## src/rtl/freq_meter_eq_if.sv

```systemverilog
// Signal-under-test, enable and result bundle for freq_meter_eq.
// slave = meter side, master = the block driving sig_in/enable.
interface freq_meter_eq_if #(
    parameter int CNT_W = 32
);
    logic             sig_in;
    logic             enable;
    logic [CNT_W-1:0] nx;
    logic [CNT_W-1:0] ns;
    logic [CNT_W-1:0] hi;
    logic             valid;
    logic             timeout;
    logic             ovf;
    logic             busy;

    modport master (
        output sig_in, enable,
        input  nx, ns, hi, valid, timeout, ovf, busy
    );

    modport slave (
        input  sig_in, enable,
        output nx, ns, hi, valid, timeout, ovf, busy
    );
endinterface

```

## src/rtl/freq_meter_eq.sv

```systemverilog
// Equal-precision frequency meter: the gate opens and closes on sig_in rises.
// Define FREQ_METER_DUTY_EN to build the high-time (duty) counter.
module freq_meter_eq #(
    parameter int CNT_W          = 32,
    parameter int GATE_CYCLES    = 200_000_000,
    parameter int IDLE_CYCLES    = 12_500_000,
    parameter int TIMEOUT_CYCLES = 400_000_000
) (
    input logic            clk,
    input logic            rst_n,
    freq_meter_eq_if.slave bus
);
    localparam int TMR_MAX = (GATE_CYCLES > TIMEOUT_CYCLES)
                           ? GATE_CYCLES : TIMEOUT_CYCLES;
    localparam int TMR_W = $clog2(TMR_MAX + 1);
    localparam int IDL_W = $clog2(IDLE_CYCLES + 1);

    localparam logic [TMR_W-1:0] GATE_LAST = TMR_W'(GATE_CYCLES - 1);
    localparam logic [TMR_W-1:0] TMO_LAST  = TMR_W'(TIMEOUT_CYCLES - 1);
    localparam logic [IDL_W-1:0] IDLE_LAST = IDL_W'(IDLE_CYCLES - 1);
    localparam logic [CNT_W-1:0] CNT_MAX   = '1;

    typedef enum logic [2:0] {
        S_IDLE,
        S_ARM,
        S_MEAS,
        S_CLOSE,
        S_DONE
    } state_e;

    state_e           state_q, state_d;
    logic [2:0]       sync_q;
    logic             rise;
    logic [IDL_W-1:0] idle_q, idle_d;
    logic [TMR_W-1:0] tmr_q, tmr_d;
    logic [CNT_W-1:0] nx_cnt_q, nx_cnt_d;
    logic [CNT_W-1:0] ns_cnt_q, ns_cnt_d;
    logic             sat_q, sat_d;
    logic             cnt_en;
    logic             tmo_d;
    logic             load;
    logic [CNT_W-1:0] nx_q, ns_q;
    logic             valid_q, timeout_q, ovf_q, busy_q;

    // [0],[1] form the synchronizer; [2] is the previous synced level
    always_ff @(posedge clk or negedge rst_n) begin
        if (!rst_n) sync_q <= '0;
        else        sync_q <= {sync_q[1:0], bus.sig_in};
    end

    assign rise = sync_q[1] & ~sync_q[2];

`ifdef FREQ_METER_DUTY_EN
    logic [CNT_W-1:0] hi_cnt_q, hi_cnt_d;
    logic [CNT_W-1:0] hi_q;
`endif

    always_comb begin
        state_d  = state_q;
        idle_d   = idle_q;
        tmr_d    = tmr_q;
        nx_cnt_d = nx_cnt_q;
        ns_cnt_d = ns_cnt_q;
        sat_d    = sat_q;
        cnt_en   = 1'b0;
        tmo_d    = 1'b0;
`ifdef FREQ_METER_DUTY_EN
        hi_cnt_d = hi_cnt_q;
`endif
        unique case (state_q)
            S_IDLE: begin
                tmr_d = '0;
                if (idle_q == IDLE_LAST) begin
                    idle_d  = '0;
                    state_d = S_ARM;
                end else begin
                    idle_d = idle_q + 1'b1;
                end
            end
            S_ARM: begin
                tmr_d = tmr_q + 1'b1;
                if (rise) begin
                    state_d  = S_MEAS;
                    nx_cnt_d = '0;
                    ns_cnt_d = '0;
                    sat_d    = 1'b0;
`ifdef FREQ_METER_DUTY_EN
                    hi_cnt_d = '0;
`endif
                end else if (tmr_q >= TMO_LAST) begin
                    state_d = S_DONE;
                    tmo_d   = 1'b1;
                end
            end
            S_MEAS: begin
                tmr_d  = tmr_q + 1'b1;
                cnt_en = 1'b1;
                if (tmr_q >= GATE_LAST) begin
                    state_d = S_CLOSE;
                    tmr_d   = '0;
                end
            end
            S_CLOSE: begin
                tmr_d  = tmr_q + 1'b1;
                cnt_en = 1'b1;
                if (rise) begin
                    state_d = S_DONE;
                end else if (tmr_q >= TMO_LAST) begin
                    state_d = S_DONE;
                    tmo_d   = 1'b1;
                end
            end
            S_DONE:  state_d = S_IDLE;
            default: state_d = S_IDLE;
        endcase

        if (cnt_en) begin
            if (ns_cnt_q == CNT_MAX) sat_d = 1'b1;
            else                     ns_cnt_d = ns_cnt_q + 1'b1;
            if (rise) begin
                if (nx_cnt_q == CNT_MAX) sat_d = 1'b1;
                else                     nx_cnt_d = nx_cnt_q + 1'b1;
            end
`ifdef FREQ_METER_DUTY_EN
            if (sync_q[1]) begin
                if (hi_cnt_q == CNT_MAX) sat_d = 1'b1;
                else                     hi_cnt_d = hi_cnt_q + 1'b1;
            end
`endif
        end

        // enable low abandons any measurement without a result
        if (!bus.enable) begin
            state_d = S_IDLE;
            idle_d  = '0;
        end
    end

    assign load = (state_d == S_DONE);

    always_ff @(posedge clk or negedge rst_n) begin
        if (!rst_n) begin
            state_q  <= S_IDLE;
            idle_q   <= '0;
            tmr_q    <= '0;
            nx_cnt_q <= '0;
            ns_cnt_q <= '0;
            sat_q    <= 1'b0;
        end else begin
            state_q  <= state_d;
            idle_q   <= idle_d;
            tmr_q    <= tmr_d;
            nx_cnt_q <= nx_cnt_d;
            ns_cnt_q <= ns_cnt_d;
            sat_q    <= sat_d;
        end
    end

    always_ff @(posedge clk or negedge rst_n) begin
        if (!rst_n) begin
            nx_q      <= '0;
            ns_q      <= '0;
            valid_q   <= 1'b0;
            timeout_q <= 1'b0;
            ovf_q     <= 1'b0;
            busy_q    <= 1'b0;
        end else begin
            valid_q <= load;
            busy_q  <= (state_d == S_ARM)
                    || (state_d == S_MEAS)
                    || (state_d == S_CLOSE);
            if (load) begin
                nx_q      <= tmo_d ? '0 : nx_cnt_d;
                ns_q      <= tmo_d ? '0 : ns_cnt_d;
                timeout_q <= tmo_d;
                ovf_q     <= tmo_d ? 1'b0 : sat_d;
            end
        end
    end

`ifdef FREQ_METER_DUTY_EN
    always_ff @(posedge clk or negedge rst_n) begin
        if (!rst_n) begin
            hi_cnt_q <= '0;
            hi_q     <= '0;
        end else begin
            hi_cnt_q <= hi_cnt_d;
            if (load) hi_q <= tmo_d ? '0 : hi_cnt_d;
        end
    end

    assign bus.hi = hi_q;
`else
    assign bus.hi = '0;
`endif

    assign bus.nx      = nx_q;
    assign bus.ns      = ns_q;
    assign bus.valid   = valid_q;
    assign bus.timeout = timeout_q;
    assign bus.ovf     = ovf_q;
    assign bus.busy    = busy_q;
endmodule
```

## src/flat_wrapper.sv

```systemverilog
// flat-port wrapper written by rule: the top's interface ports become plain ports
module freq_meter_eq_flat 
#(
    parameter int CNT_W          = 32,
    parameter int GATE_CYCLES    = 200_000_000,
    parameter int IDLE_CYCLES    = 12_500_000,
    parameter int TIMEOUT_CYCLES = 400_000_000
)
  (clk, rst_n, bus_sig_in, bus_enable, bus_nx, bus_ns, bus_hi, bus_valid, bus_timeout, bus_ovf, bus_busy);
  freq_meter_eq_if #(.CNT_W(CNT_W)) bus_i ();
  input logic clk;
  input logic rst_n;
  input wire logic [$bits(bus_i.sig_in)-1:0] bus_sig_in;
  input wire logic [$bits(bus_i.enable)-1:0] bus_enable;
  output wire logic [$bits(bus_i.nx)-1:0] bus_nx;
  output wire logic [$bits(bus_i.ns)-1:0] bus_ns;
  output wire logic [$bits(bus_i.hi)-1:0] bus_hi;
  output wire logic [$bits(bus_i.valid)-1:0] bus_valid;
  output wire logic [$bits(bus_i.timeout)-1:0] bus_timeout;
  output wire logic [$bits(bus_i.ovf)-1:0] bus_ovf;
  output wire logic [$bits(bus_i.busy)-1:0] bus_busy;
  assign bus_i.sig_in = bus_sig_in;
  assign bus_i.enable = bus_enable;
  assign bus_nx = bus_i.nx;
  assign bus_ns = bus_i.ns;
  assign bus_hi = bus_i.hi;
  assign bus_valid = bus_i.valid;
  assign bus_timeout = bus_i.timeout;
  assign bus_ovf = bus_i.ovf;
  assign bus_busy = bus_i.busy;
  freq_meter_eq #(.CNT_W(CNT_W), .GATE_CYCLES(GATE_CYCLES), .IDLE_CYCLES(IDLE_CYCLES), .TIMEOUT_CYCLES(TIMEOUT_CYCLES)) u_core (.clk(clk), .rst_n(rst_n), .bus(bus_i));
endmodule
```

## config.mk

```make
export PLATFORM = sky130hd
export DESIGN_NAME = freq_meter_eq_flat
export DESIGN_NICKNAME = d
export VERILOG_FILES = /design/src/rtl/freq_meter_eq_if.sv /design/src/rtl/freq_meter_eq.sv /design/src/flat_wrapper.sv
export SDC_FILE = /design/constraint.sdc
export NUM_CORES = 1
export LEC_CHECK = 0
export ABC_CLOCK_PERIOD_IN_PS = 2500
export BUFFER_PORTS_ARGS = -buffer_cell sky130_fd_sc_hd__buf_2
export CAP_MARGIN = 5
export CORE_ASPECT_RATIO = 1.1
export CORE_MARGIN = 5
export CORE_UTILIZATION = 54
export CTS_BUF_LIST = sky130_fd_sc_hd__clkbuf_16
export CTS_CLUSTER_SIZE = 10
export DETAILED_ROUTE_END_ITERATION = 8
export GPL_TIMING_DRIVEN = 0
export PLACE_DENSITY_LB_ADDON = 0.2
export SYNTH_ARGS = -nofsm -noshare
export SYNTH_HDL_FRONTEND = slang
export SYNTH_SLANG_ARGS = --single-unit
export TNS_END_PERCENT = 20
```

## constraint.sdc

```tcl
create_clock -name clk -period 2.5 [get_ports clk]
set_input_delay 0.375 -clock clk [delete_from_list [all_inputs] [get_ports clk]]
set_output_delay 0.375 -clock clk [all_outputs]
set_load 0.05 [all_outputs]
```

# Yosys cells after proc, flatten, opt, wreduce, memory -nomap -nowiden
# Index checks and enable logic that the tools add are counted.
totals:
  out_inout_bits: 100
  latchBits: 0
  ramBits: 0
  wordCells: 72
  n_memories: 0
  regBits: 192
  rom_bits: 0
classes:
  shift: 0
  n_reduce_logical: 6
  mul: 0
  mux: 34
  add_sub_neg: 4
  bitwise_logic: 2
  order_cmp: 2
  n_div: 0
  n_eq_ne: 11
op_table:
  columns: ["cell", "n"]
  rows:
  - ["32-bit two-way mux", 11]
  - ["29-bit case mux with 3 select lines", 1]
  - ["24-bit two-way mux", 3]
  - ["32-bit by 1-bit adder with 32-bit output (second input constant)", 2]
  - ["32-bit equality test (second input constant)", 2]
  - ["29-bit by 1-bit adder with 29-bit output (second input constant)", 1]
  - ["29-bit by 28-bit >= comparator with 1-bit output (second input constant)", 1]
  - ["29-bit >= comparator (second input constant)", 1]
  - ["29-bit two-way mux", 1]
  - ["24-bit by 1-bit adder with 24-bit output (second input constant)", 1]
  - ["24-bit equality test (second input constant)", 1]
  - ["3-bit two-way mux", 6]
  - ["3-bit by 2-bit equality test with 1-bit output (second input constant)", 4]
  - ["3-bit case mux with 4 select lines", 1]
  - ["1-bit two-way mux", 11]
  - ["3-bit by 1-bit equality test with 1-bit output (second input constant)", 2]
  - ["2-bit OR reduction", 2]
  - ["3-bit equality test (second input constant)", 1]
  - ["3-bit zero test", 1]
  - ["3-bit nonzero test", 1]
  - ["1-bit logical OR", 2]
  - ["2-bit by 1-bit != test with 1-bit output (second input constant)", 1]
  - ["1-bit bitwise AND", 1]
  - ["1-bit NOT", 1]

# Depth between registers and ports, before layout
depth:
  depth_word: 9
  depth_mapped: 10
  depth_no_buf: 7

# Least setup slack after synthesis
# No wires, ideal clock.
synth_path:
  path_type: "flip-flop to flip-flop"
  from: "register u_core.nx_cnt_q[0]"
  to: "register u_core.nx_cnt_q[24]"
  path_buffers: 1
  stages_incl_launch_ff: 9
  required_time_ns: 2.370
  setup_slack_ns: 0.049
  setup_time_ns: 0.130
  arrival_ns: 2.321
  cell_sequence: "dfrtp_1 -> ha_1 -> nand3_1 -> or4_1 -> clkbuf_1 -> or3b_1 -> and3_1 -> o21ai_0 -> o31ai_1"
synth_via:
  elab_chain_cells: 4
  elab_cells_between_ends: 5
  cone_classes: "1 x add/sub; 1 x eq/ne; 3 x mux"
synth_lines:
  columns: ["item", "line", "text"]
  rows:
  - ["from (decl)", "freq_meter_eq.sv:36", "logic [CNT_W-1:0] nx_cnt_q, nx_cnt_d;"]
  - ["from (signal assigned)", "freq_meter_eq.sv:153", "nx_cnt_q <= nx_cnt_d;"]
  - ["32-bit by 1-bit adder with 32-bit output or 32-bit equality test (tied branches)", "freq_meter_eq.sv:122, freq_meter_eq.sv:121", null]
  - ["32-bit two-way mux (*)", "freq_meter_eq.sv:121", "if (nx_cnt_q == CNT_MAX) sat_d = 1'b1;"]
  - ["32-bit two-way mux (*)", "freq_meter_eq.sv:120", "if (rise) begin"]
  - ["32-bit two-way mux (*)", "freq_meter_eq.sv:117", "if (cnt_en) begin"]
  - ["via u_core.nx_cnt_d[24]", "freq_meter_eq.sv:36", null]
# Mark *: on every way through the listed nets, which the timed path passes. The rest lies on a longest branch.
# A chain may end at the register's enable or synchronous reset.

# Worst setup path after layout
layout_path:
  from: "register u_core.ns_cnt_q[11]"
  to: "register u_core.ns_q[7], in the netlist u_core.bus.ns[7]"
layout_via:
  elab_chain_cells: 4
layout_lines:
  columns: ["item", "line", "text"]
  rows:
  - ["from (decl)", "freq_meter_eq.sv:37", "logic [CNT_W-1:0] ns_cnt_q, ns_cnt_d;"]
  - ["from (signal assigned)", "freq_meter_eq.sv:154", "ns_cnt_q <= ns_cnt_d;"]
  - ["32-bit equality test", "freq_meter_eq.sv:118", "if (ns_cnt_q == CNT_MAX) sat_d = 1'b1;"]
  - ["32-bit two-way mux", "freq_meter_eq.sv:118", null]
  - ["32-bit two-way mux", "freq_meter_eq.sv:117", null]
  - ["32-bit two-way mux", "freq_meter_eq.sv:174", "ns_q <= tmo_d ? '0 : ns_cnt_d;"]
  - ["to (signal assigned)", "freq_meter_eq.sv:174", null]
  - ["to (decl)", "freq_meter_eq.sv:42", "logic [CNT_W-1:0] nx_q, ns_q;"]
# Every way passes these cells.

==> results by group <==
Synth
  • Cells after Synth: 1114
  • Synth cell types: 62
  • Syn_area_per_cell: 9.01 µm²
  • Register area share after synthesis: 47.8%
  • Most common cell in the netlist: dfrtp_1
  • Post-synth EDFFs: 0
  • Synth Warn #: 0
  • Leading area contributor after synthesis: dfrtp_1
  • Top post-synthesis cells by area: dfrtp_1 (48%), nand2_1 (6.2%), o21ai_0 (5.7%)
  • Top cell type's share of synthesized area: 47.8%
  • Synth Register Bits: 192
  • Async SR Flop Fraction: 100%
  • Most frequent cells after synthesis: dfrtp_1 (192), nand2_1 (166), o21ai_0 (114), nor2_1 (82), nand3_1 (64)
  • Mapped Area: 0.0100 mm²
  • Post-synth top flop: dfrtp_1

Power and ir drop
  • Leak: 0.00542 µW
  • Psw: 1610 µW
  • Worst vdd ir: 0.000508 V
  • Reg power frac: 50.4%
  • PwrDens: 528 mW/mm²
  • Combinational fraction of design power: 4.9%
  • Pint: 4640 µW
  • Clock Power Share: 44.7%
  • Switching portion of total power: 25.8%

STA
  • Max Fclk: 0.396 GHz
  • Setup ws final: -0.0275 ns
  • Max Slew Vio Count: 0
  • Measured slew at the worst slew-check pin: 0.764 ns
  • Max Clock Skew: 0.00981 ns
  • Worst slew margin: 49.1%
  • Fin Setup TNS: -0.0421 ns
  • Final min period: 2.53 ns
  • Final setup fails: 3
  • Part of the cycle the worst path needs: 101%
  • RSZ-0062 raised after global routing: yes
  • Fin. Hold Viols: 0

Clock tree
  • CTS clk-pin slew, worst paths: 0.08 ns
  • Clock sink count: 192
  • CTS Buffer Depth: 2
  • CTS Buf Count: 17
  • CTS tree: done
  • Clk Latency, worst-skew pair: 0.44 ns
  • H-Tree Depth: 4
  • Root Buffer: clkbuf_16

Cells and area
  • Final nets: 1251
  • Share of cells above drive strength 1: 17.7%
  • Non-Filler Instances: 1499
  • Sequential cell area: 0.00481 mm²
  • Post-layout instance area: 0.0118 mm²
  • Multi-input logic area: 0.00505 mm²
  • Filler instances: 1567
  • Diode count: 0
  • Area growth syn-to-layout: 17.9%

Place
  • DP Cell Count: 1459
  • GPL Wtd Cong: 0.939
  • I/O Buffers: 70
  • Post-DP HPWL: 17600 µm
  • Cell Area, Placed: 0.0109 mm²

Detailed routing
  • Initial DRC count: 833
  • Vias: 8797
  • Routed length per placed instance: 17.1 µm
  • Post-route ant nets: 0
  • First-pass DRT Iterations: 6
  • WL final: 25700 µm
  • DRC: 0
  • Via density: 5.87

Setup path
  • Worst setup SP type: register
  • Worst path buffer plus inverter count: 3
  • CP max FO: 9
  • Slowest CP cell: or4_4
  • Max incr delay on CP: 0.57 ns
  • Critical Path RT: 2.80 ns
  • Crit path max-delay family: simple AND/OR/NAND/NOR gates
  • Data arrival, critical path: 2.82 ns
  • Critical Path, Cell by Cell: buf_6 > nand4_4 > or4_4 > buf_6 > or4_4 > buf_8 > nand4_1 > xor2_1 > o21ai_0
  • Crit end category: register
  • Critical setup path kind: register to register

Floorplan
  • Die X: 140 µm
  • Ports: 104
  • Initial Util: 54.7%
  • Die H: 153 µm
  • Die ar.: 0.0214 mm²
  • Row count: 52
  • Core box area: 0.0183 mm²

Flow run
  • Max Cap Viol: 0

GRT
  • GRT Total Usage: 23.8%
  • Largest net degree at the start of global routing: 110
  • GRT overflow: 0
  • First-pass GRT wire length: 42200 µm
  • Vias in the first global route: 8454
  • Initial antenna violation count: 0

Status
  • Failing checks: negative setup slack
  • Status: complete, but fails checks

Hold path
  • Hold Path Class: input pin to register
-- per-layer routing --
| metal | vias up | track usage [%] | share of wire, % |
|---|---|---|---|
| met3 | 49 | 4.13 | 6.4 |
| met1 | 4242 | 32.2 | 43 |
| met4 | 0 | 7.43 | 1.9 |
| li1 | 4160 | - | - |
| met2 | 346 | 39.4 | 49 |
| met5 | - | 0 | 0 |
-- power groups by stage --
stage | clock network, µW | logic (µW) | registers (µW)
2_1_floorplan | 0 | 194 | 3220
3_3_place_gp | 0 | 290 | 3210
3_5_place_dp | 0 | 300 | 3210
4_1_cts | 2820 | 306 | 3140
5_1_grt | 2950 | 340 | 3150
6_report | 2790 | 307 | 3150
-- final timing paths --
| check | start | end | slack, ns | cells after the start |
|---|---|---|---|---|
| max reg2reg | u_core.ns_cnt_q[11] | u_core.bus.ns[7] | -0.03 | 9 |
| min reg2reg | u_core.sync_q[0] | u_core.sync_q[1] | 0.42 | 0 |
| min | bus_sig_in | u_core.sync_q[0] | 0.04 | 1 |
| max | u_core.ns_cnt_q[11] | u_core.bus.ns[7] | -0.03 | 9 |
| min in group asynchronous | rst_n | u_core.tmr_q[15] | 0.52 | 2 |
| max in group asynchronous | rst_n | u_core.nx_cnt_q[0] | 1.00 | 3 |
-- cell usage in the layout, fill, tap and decap left out, types with 7 or more instances in the layout --
cell	count
a31oi_1	10
nand3_1	60
nand4_1	42
dfrtp_1	186
nand2_1	166
xnor2_1	34
conb_1	32
nor3_1	35
buf_4	46
clkbuf_2	9
a21o_1	10
clkbuf_4	7
and4_1	11
xor2_1	34
and2_1	7
a22o_1	16
o31ai_1	10
nor4_1	7
inv_1	21
clkbuf_1	26
a21oi_1	23
or3_1	12
buf_2	72
o21ai_0	113
nor2_1	80
clkbuf_16	17
and3_1	17
mux2i_1	18
-- registers in the layout (all words and copies together) (netlist names) --
register	count
u_core.bus.valid	1
u_core.bus.timeout	1
u_core.idle_q	24
u_core.nx_cnt_q	32
u_core.state_q	3
u_core.bus.nx	32
u_core.sat_q	1
u_core.tmr_q	29
u_core.ns_cnt_q	32
u_core.bus.ovf	1
u_core.bus.busy	1
u_core.bus.ns	32
u_core.sync_q	3
-- kinds of logic after synthesis --
kind of cell               synth area share, %
buffers and inverters                     5.43
other                                   0.0373
adders and majority gates                0.498
DFF                                       47.8
and+or+nand+nor                           24.6
xor gates and xnor gates                  6.11
AOI/OAI and AO/OA                         13.2
muxes                                     2.23
-- cell type report --
cell class,count,area share [%]
plain buffers,83,4.25
clock buffers,17,3.59
clock inverters,15,1.45
inverters,21,0.666
multi-input cells,843,42.6
flip-flops and latches,192,40.6
well taps,243,2.57
repair buffers,85,4.19
-- what timing repair did --
item	4_1_cts	5_1_grt
pin swaps	6	7
hold buffers	1	0
resized for setup	49	41
endpoints found under the hold margin	83	0
buffers inserted	6	7
setup endpoints to repair	137	154
-- metrics by stage --
stage	setup slack, ns	util (%)	hold slack, ns	power, µW
6_report	-0.0275	64.5	0.0364	6250
5_1_grt	-0.102	64.5	0.0331	6450
4_1_cts	-0.00456	63.6	0.0225	6270
3_5_place_dp	-0.758	59.1	0.398	3510
3_3_place_gp	-2.19	58.9	0.395	3500
2_1_floorplan	0.0489	-	0.0794	3410
Power figures use the tool's default switching activity.
